<file path="src/rtl/clk_meas_pkg.sv">
// Shared types and default sizing for the clock period meter and the
// clock divider testbenches that reuse the same defaults.
package clk_meas_pkg;

  typedef enum logic [1:0] {
    S_IDLE,
    S_ARM,
    S_MEAS,
    S_STALL
  } meas_state_t;

  localparam int DEF_CW          = 16;
  localparam int DEF_TIMEOUT     = 50000;
  localparam int DEF_SYNC_STAGES = 2;

endpackage

</file>
<file path="src/rtl/sync_edge_det.sv">
// Synchroniser for an asynchronous input followed by edge detection.
// sig_s is the synchronised level; rise/fall are one-cycle pulses derived
// from sig_s and its registered previous value.
module sync_edge_det #(
  parameter int SYNC_STAGES = 2
) (
  input  logic CLK,
  input  logic RST,
  input  logic sig_in,
  output logic sig_s,
  output logic rise,
  output logic fall
);

  logic [SYNC_STAGES-1:0] sync_q;
  logic                   sig_s_q;

  // Shift the async input through the synchroniser chain and keep the previous level
  always_ff @(posedge CLK) begin
    if (!RST) begin
      sync_q  <= '0;
      sig_s_q <= 1'b0;
    end else begin
      sync_q  <= {sync_q[SYNC_STAGES-2:0], sig_in};
      sig_s_q <= sync_q[SYNC_STAGES-1];
    end
  end

  assign sig_s = sync_q[SYNC_STAGES-1];
  assign rise  = sig_s & ~sig_s_q;
  assign fall  = ~sig_s & sig_s_q;

endmodule

</file>
<file path="src/rtl/clk_period_meter.sv">
// Measures the period (and optionally the high time) of a slow signal in
// CLK cycles, hands results out over valid/ready, flags a stalled input and
// records overruns when an unread result is replaced.
// Optional feature macro: DUTY_MEAS_EN enables high-time measurement; when
// it is undefined high_out is tied to zero and the port list is unchanged.
module clk_period_meter
  import clk_meas_pkg::*;
#(
  parameter int CW          = DEF_CW,
  parameter int TIMEOUT     = DEF_TIMEOUT,
  parameter int SYNC_STAGES = DEF_SYNC_STAGES
) (
  input  logic          CLK,
  input  logic          RST,
  input  logic          en,
  input  logic          sig_in,
  input  logic          meas_ready,
  input  logic          clr_ovr,
  output logic [CW-1:0] period_out,
  output logic [CW-1:0] high_out,
  output logic          meas_valid,
  output logic          overrun,
  output logic          stalled
);

  localparam logic [CW-1:0] TMO_LAST = CW'(TIMEOUT - 1);

  meas_state_t   state;
  meas_state_t   state_nxt;
  logic [CW-1:0] cnt;
  logic          capture;
  logic          sig_s;
  logic          rise;
  logic          fall_unused;

  sync_edge_det #(
    .SYNC_STAGES(SYNC_STAGES)
  ) u_sync (
    .CLK   (CLK),
    .RST   (RST),
    .sig_in(sig_in),
    .sig_s (sig_s),
    .rise  (rise),
    .fall  (fall_unused)
  );

  // State register
  always_ff @(posedge CLK) begin
    if (!RST) state <= S_IDLE;
    else      state <= state_nxt;
  end

  // Next state and capture strobe; a rise beats the timeout in the same cycle
  always_comb begin
    state_nxt = state;
    capture   = 1'b0;
    if (!en) begin
      state_nxt = S_IDLE;
    end else begin
      case (state)
        S_IDLE:  state_nxt = S_ARM;
        S_ARM:   if (rise) state_nxt = S_MEAS;
        S_MEAS: begin
          if (rise)                 capture   = 1'b1;
          else if (cnt == TMO_LAST) state_nxt = S_STALL;
        end
        S_STALL: if (rise) state_nxt = S_MEAS;
        default: state_nxt = S_IDLE;
      endcase
    end
  end

  // Period counter: runs only while staying in MEAS, restarts on every rise
  always_ff @(posedge CLK) begin
    if (!RST)                            cnt <= '0;
    else if (state_nxt != S_MEAS || rise) cnt <= '0;
    else                                 cnt <= cnt + CW'(1);
  end

  // Stall flag mirrors residence in STALL, so the next rise clears it
  always_ff @(posedge CLK) begin
    if (!RST) stalled <= 1'b0;
    else      stalled <= (state_nxt == S_STALL);
  end

  // Result register with valid/ready handshake and sticky overrun
  always_ff @(posedge CLK) begin
    if (!RST) begin
      period_out <= '0;
      meas_valid <= 1'b0;
      overrun    <= 1'b0;
    end else begin
      if (capture) begin
        period_out <= cnt + CW'(1);
        meas_valid <= 1'b1;
      end else if (meas_valid && meas_ready) begin
        meas_valid <= 1'b0;
      end
      if (capture && meas_valid && !meas_ready) overrun <= 1'b1;
      else if (clr_ovr)                         overrun <= 1'b0;
    end
  end

`ifdef DUTY_MEAS_EN
  logic [CW-1:0] hcnt;

  // High-time counter follows the period counter but only counts high cycles
  always_ff @(posedge CLK) begin
    if (!RST)                            hcnt <= '0;
    else if (state_nxt != S_MEAS || rise) hcnt <= '0;
    else if (sig_s)                      hcnt <= hcnt + CW'(1);
  end

  // High time is captured alongside the period; the rise cycle itself is high
  always_ff @(posedge CLK) begin
    if (!RST)         high_out <= '0;
    else if (capture) high_out <= hcnt + CW'(1);
  end
`else
  logic sig_s_unused;
  assign sig_s_unused = sig_s;
  assign high_out     = '0;
`endif

endmodule

</file>
<file path="config.mk">
export PLATFORM = sky130hd
export DESIGN_NAME = clk_period_meter
export DESIGN_NICKNAME = d
export VERILOG_FILES = /design/src/rtl/clk_meas_pkg.sv /design/src/rtl/sync_edge_det.sv /design/src/rtl/clk_period_meter.sv
export SDC_FILE = /design/constraint.sdc
export NUM_CORES = 1
export LEC_CHECK = 0
export CAP_MARGIN = 20
export CORE_UTILIZATION = 45
export CTS_BUF_LIST = sky130_fd_sc_hd__clkbuf_16
export DETAILED_ROUTE_END_ITERATION = 6
export DONT_BUFFER_PORTS = 1
export PLACE_DENSITY_LB_ADDON = 0.2
export SYNTH_ARGS = -nofsm -noshare
export SYNTH_HDL_FRONTEND = slang
export SYNTH_SLANG_ARGS = --single-unit
</file>
<file path="constraint.sdc">
create_clock -name CLK -period 2 [get_ports CLK]
set_input_delay 0.3 -clock CLK [delete_from_list [all_inputs] [get_ports CLK]]
set_output_delay 0.3 -clock CLK [all_outputs]
set_load 0.01 [all_outputs]
</file>
==> impl_metrics.tcl <==
set metrics [dict create \
    cts_root_buf "clkbuf_16" \
    setup_viol 0 \
    register_area_um2 801 \
    clkPwrFrac_pct 47.7 \
    synth_area_per_cell_um2 9.07 \
    min_period_ns 1.70 \
    cts.sinks 40 \
    swShare_pct 20.0 \
    insertion_delay_ns 0.28 \
    drt-total-wl_um 2890 \
    synth_top_area_share_pct 48.3 \
    critPathCaptureType "register" \
    yosys_most_used_dff "dfxtp_1" \
    p_int_mw 1.26 \
    port_buffers 0 \
    crit_path_start_kind "register" \
    async_flop_share_pct 0 \
    r2r_setup_slack_ns 0.30 \
    antennaDiodeCount 0 \
    rsz0062_at_grt "false" \
    fill_cells 334 \
    hold_path_class "in2reg" \
    final_nets 190 \
    grt_pass1_vias 1104 \
    tns_ns 0 \
    postCtsSetupBuffers 0 \
    yosysMostFrequentCell "dfxtp_1" \
    syn_inst 183 \
    slew_violations 0 \
    first_pass_iters 4 \
    synth-edff-count 0 \
    design.core.area_um2 3440 \
    status "finished, final reports clean" \
    synth-warning-count 0 \
    cts_buffers 5 \
    dpl_cell_area_um2 1620 \
    drt_iter0_drc 24 \
    yosysSeqAreaShare_pct 48.3 \
    hold_viol_final 0 \
    fin_cells 230 \
    synth.distinct_cells 33 \
    grt_max_degree 34 \
    drive_above_1_share_pct 5.98 \
    path_clk_slew_ns 0.06 \
    ios 41 \
    syn_area_um2 1660 \
    worst_ir_drop_vdd_mv 0.483 \
    fin_crit_sh_pct 85.0 \
    drtAntennaViolNets 0 \
    combPwrFrac_pct 1.4 \
    cp-startpoint "cnt[13]" \
    hp-start "RST" \
    crit_type "reg2reg" \
    cts-resized-gates 0 \
    start_util_pct 48.2 \
    cap_violations 0 \
    netlist_top_cells_count "dfxtp_1 (40), nor2_1 (21), buf_4 (16)" \
    cts_tree "done" \
    htree_levels 2 \
    antenna_found_initial 0 \
    final_area_um2 1770 \
    arrival_ns 1.86 \
    crit_fanout 16 \
    p_leak_nw 0.665 \
    die_height_um 62.7 \
    hpwl_um 2010 \
    drc 0 \
    max-clock-path-buffers 2 \
    vias 1151 \
    yosys.area.top_type "dfxtp_1" \
    fmaxAchievable_ghz 0.588 \
    r2r-start "cnt[13]" \
    grt_pass1_wl_um 5110 \
    grtUsageTotal_pct 17.0 \
    rows 21 \
    power_density_nw_per_um2 894 \
    multi_input_area_um2 736 \
    die_w_um 62.7 \
    synth-seq-cells 40 \
    globalRouteOverflowTotal 0 \
    routedWlPerCell_um 12.6 \
    seqPwrFrac_pct 50.9 \
    p_sw_mw 0.316 \
    required_ns 2.16 \
    place.gp.congestion 0.868 \
    syn2layout_area_growth_pct 6.56 \
    skew_ns 0.00595 \
    holdBufCountCts 0 \
    placed_cells 222 \
    final_core_util_pct 51.4 \
    die-area_um2 3930 \
    timing.hold.ws_ns 0.140 \
    post_drt_via_cell_ratio 5.00 \
    synthTopCellsByArea "dfxtp_1 (48%), buf_4 (7.2%), xnor2_1 (5.8%)" \
]
routing by layer:
layer  global-route usage, %  part of all wire [%]  up-vias
li1                        -                     -      588
met1                    19.7                    44      520
met2                    26.6                    47       38
met3                    7.30                   7.1        5
met4                    8.14                   2.3        0
met5                       0                     0        -
cell type report:
cell class	count	area share [%]
multi-input combinational	129	41.6
sequential	40	45.3
timing repair buffer	1	0.425
clock inverter	3	1.06
tap	46	3.26
clock buffer	5	7.08
inverter	6	1.27
through the flow:
| stage | worst slack [ns] | power, mW |
|---|---|---|
| 2_1_floorplan | 0.391 | 0.869 |
| 3_3_place_gp | 0.314 | 0.843 |
| 3_5_place_dp | 0.265 | 0.844 |
| 4_1_cts | 0.264 | 1.60 |
| 5_1_grt | 0.166 | 1.64 |
| 6_report | 0.301 | 1.58 |
critical path, cell delays in order, from the launching register on:
cell	delay (ns)
dfxtp_1	0.33
or4b_1	0.55
nor4_2	0.33
nand3b_4	0.30
nor2_1	0.07
final timing paths:
check,endpoint,depth (start not counted)
worst max-delay path,cnt[12],4
worst min register to register,u_sync.sync_q[1],1
worst max register to register,cnt[12],4
worst min-delay path,meas_valid,1
cell usage in the layout, fill, tap and decap left out, types with 3 or more instances in the layout:
cell,n
dfxtp_1,40
nor2_1,21
inv_1,6
nand2_1,11
nor3_1,5
nor2b_1,4
o211a_1,4
xnor2_1,11
clkbuf_16,5
nand4_1,5
o21ai_0,13
nand3_1,4
or3_1,3
and2_1,3
a21oi_1,12
conb_1,16
cell families after synthesis:
logic type	share of synthesized area (%)
simple gates	20.8
flops	48.3
compound gates	11.7
buf+inv	10.8
xor+xnor	6.86
fa+ha+maj	0.754
other cells	0.226
mux	0.603
sequential cells by signal (all words and copies together), names as in the netlist:
name,cells
state,2
u_sync.sig_s_q,1
u_sync.sync_q,2
cnt,16
meas_valid,1
overrun,1
period_out,16
stalled,1
power by group through the flow:
| stage | logic (mW) | registers (mW) | clock network, mW |
|---|---|---|---|
| after floorplan | 0.0482 | 0.821 | 0 |
| after global placement | 0.0217 | 0.821 | 0 |
| after detailed placement | 0.0220 | 0.822 | 0 |
| after CTS | 0.0220 | 0.804 | 0.773 |
| after global routing | 0.0251 | 0.805 | 0.811 |
| final | 0.0222 | 0.804 | 0.754 |
Note: power is estimated with default switching activity, not from simulation.
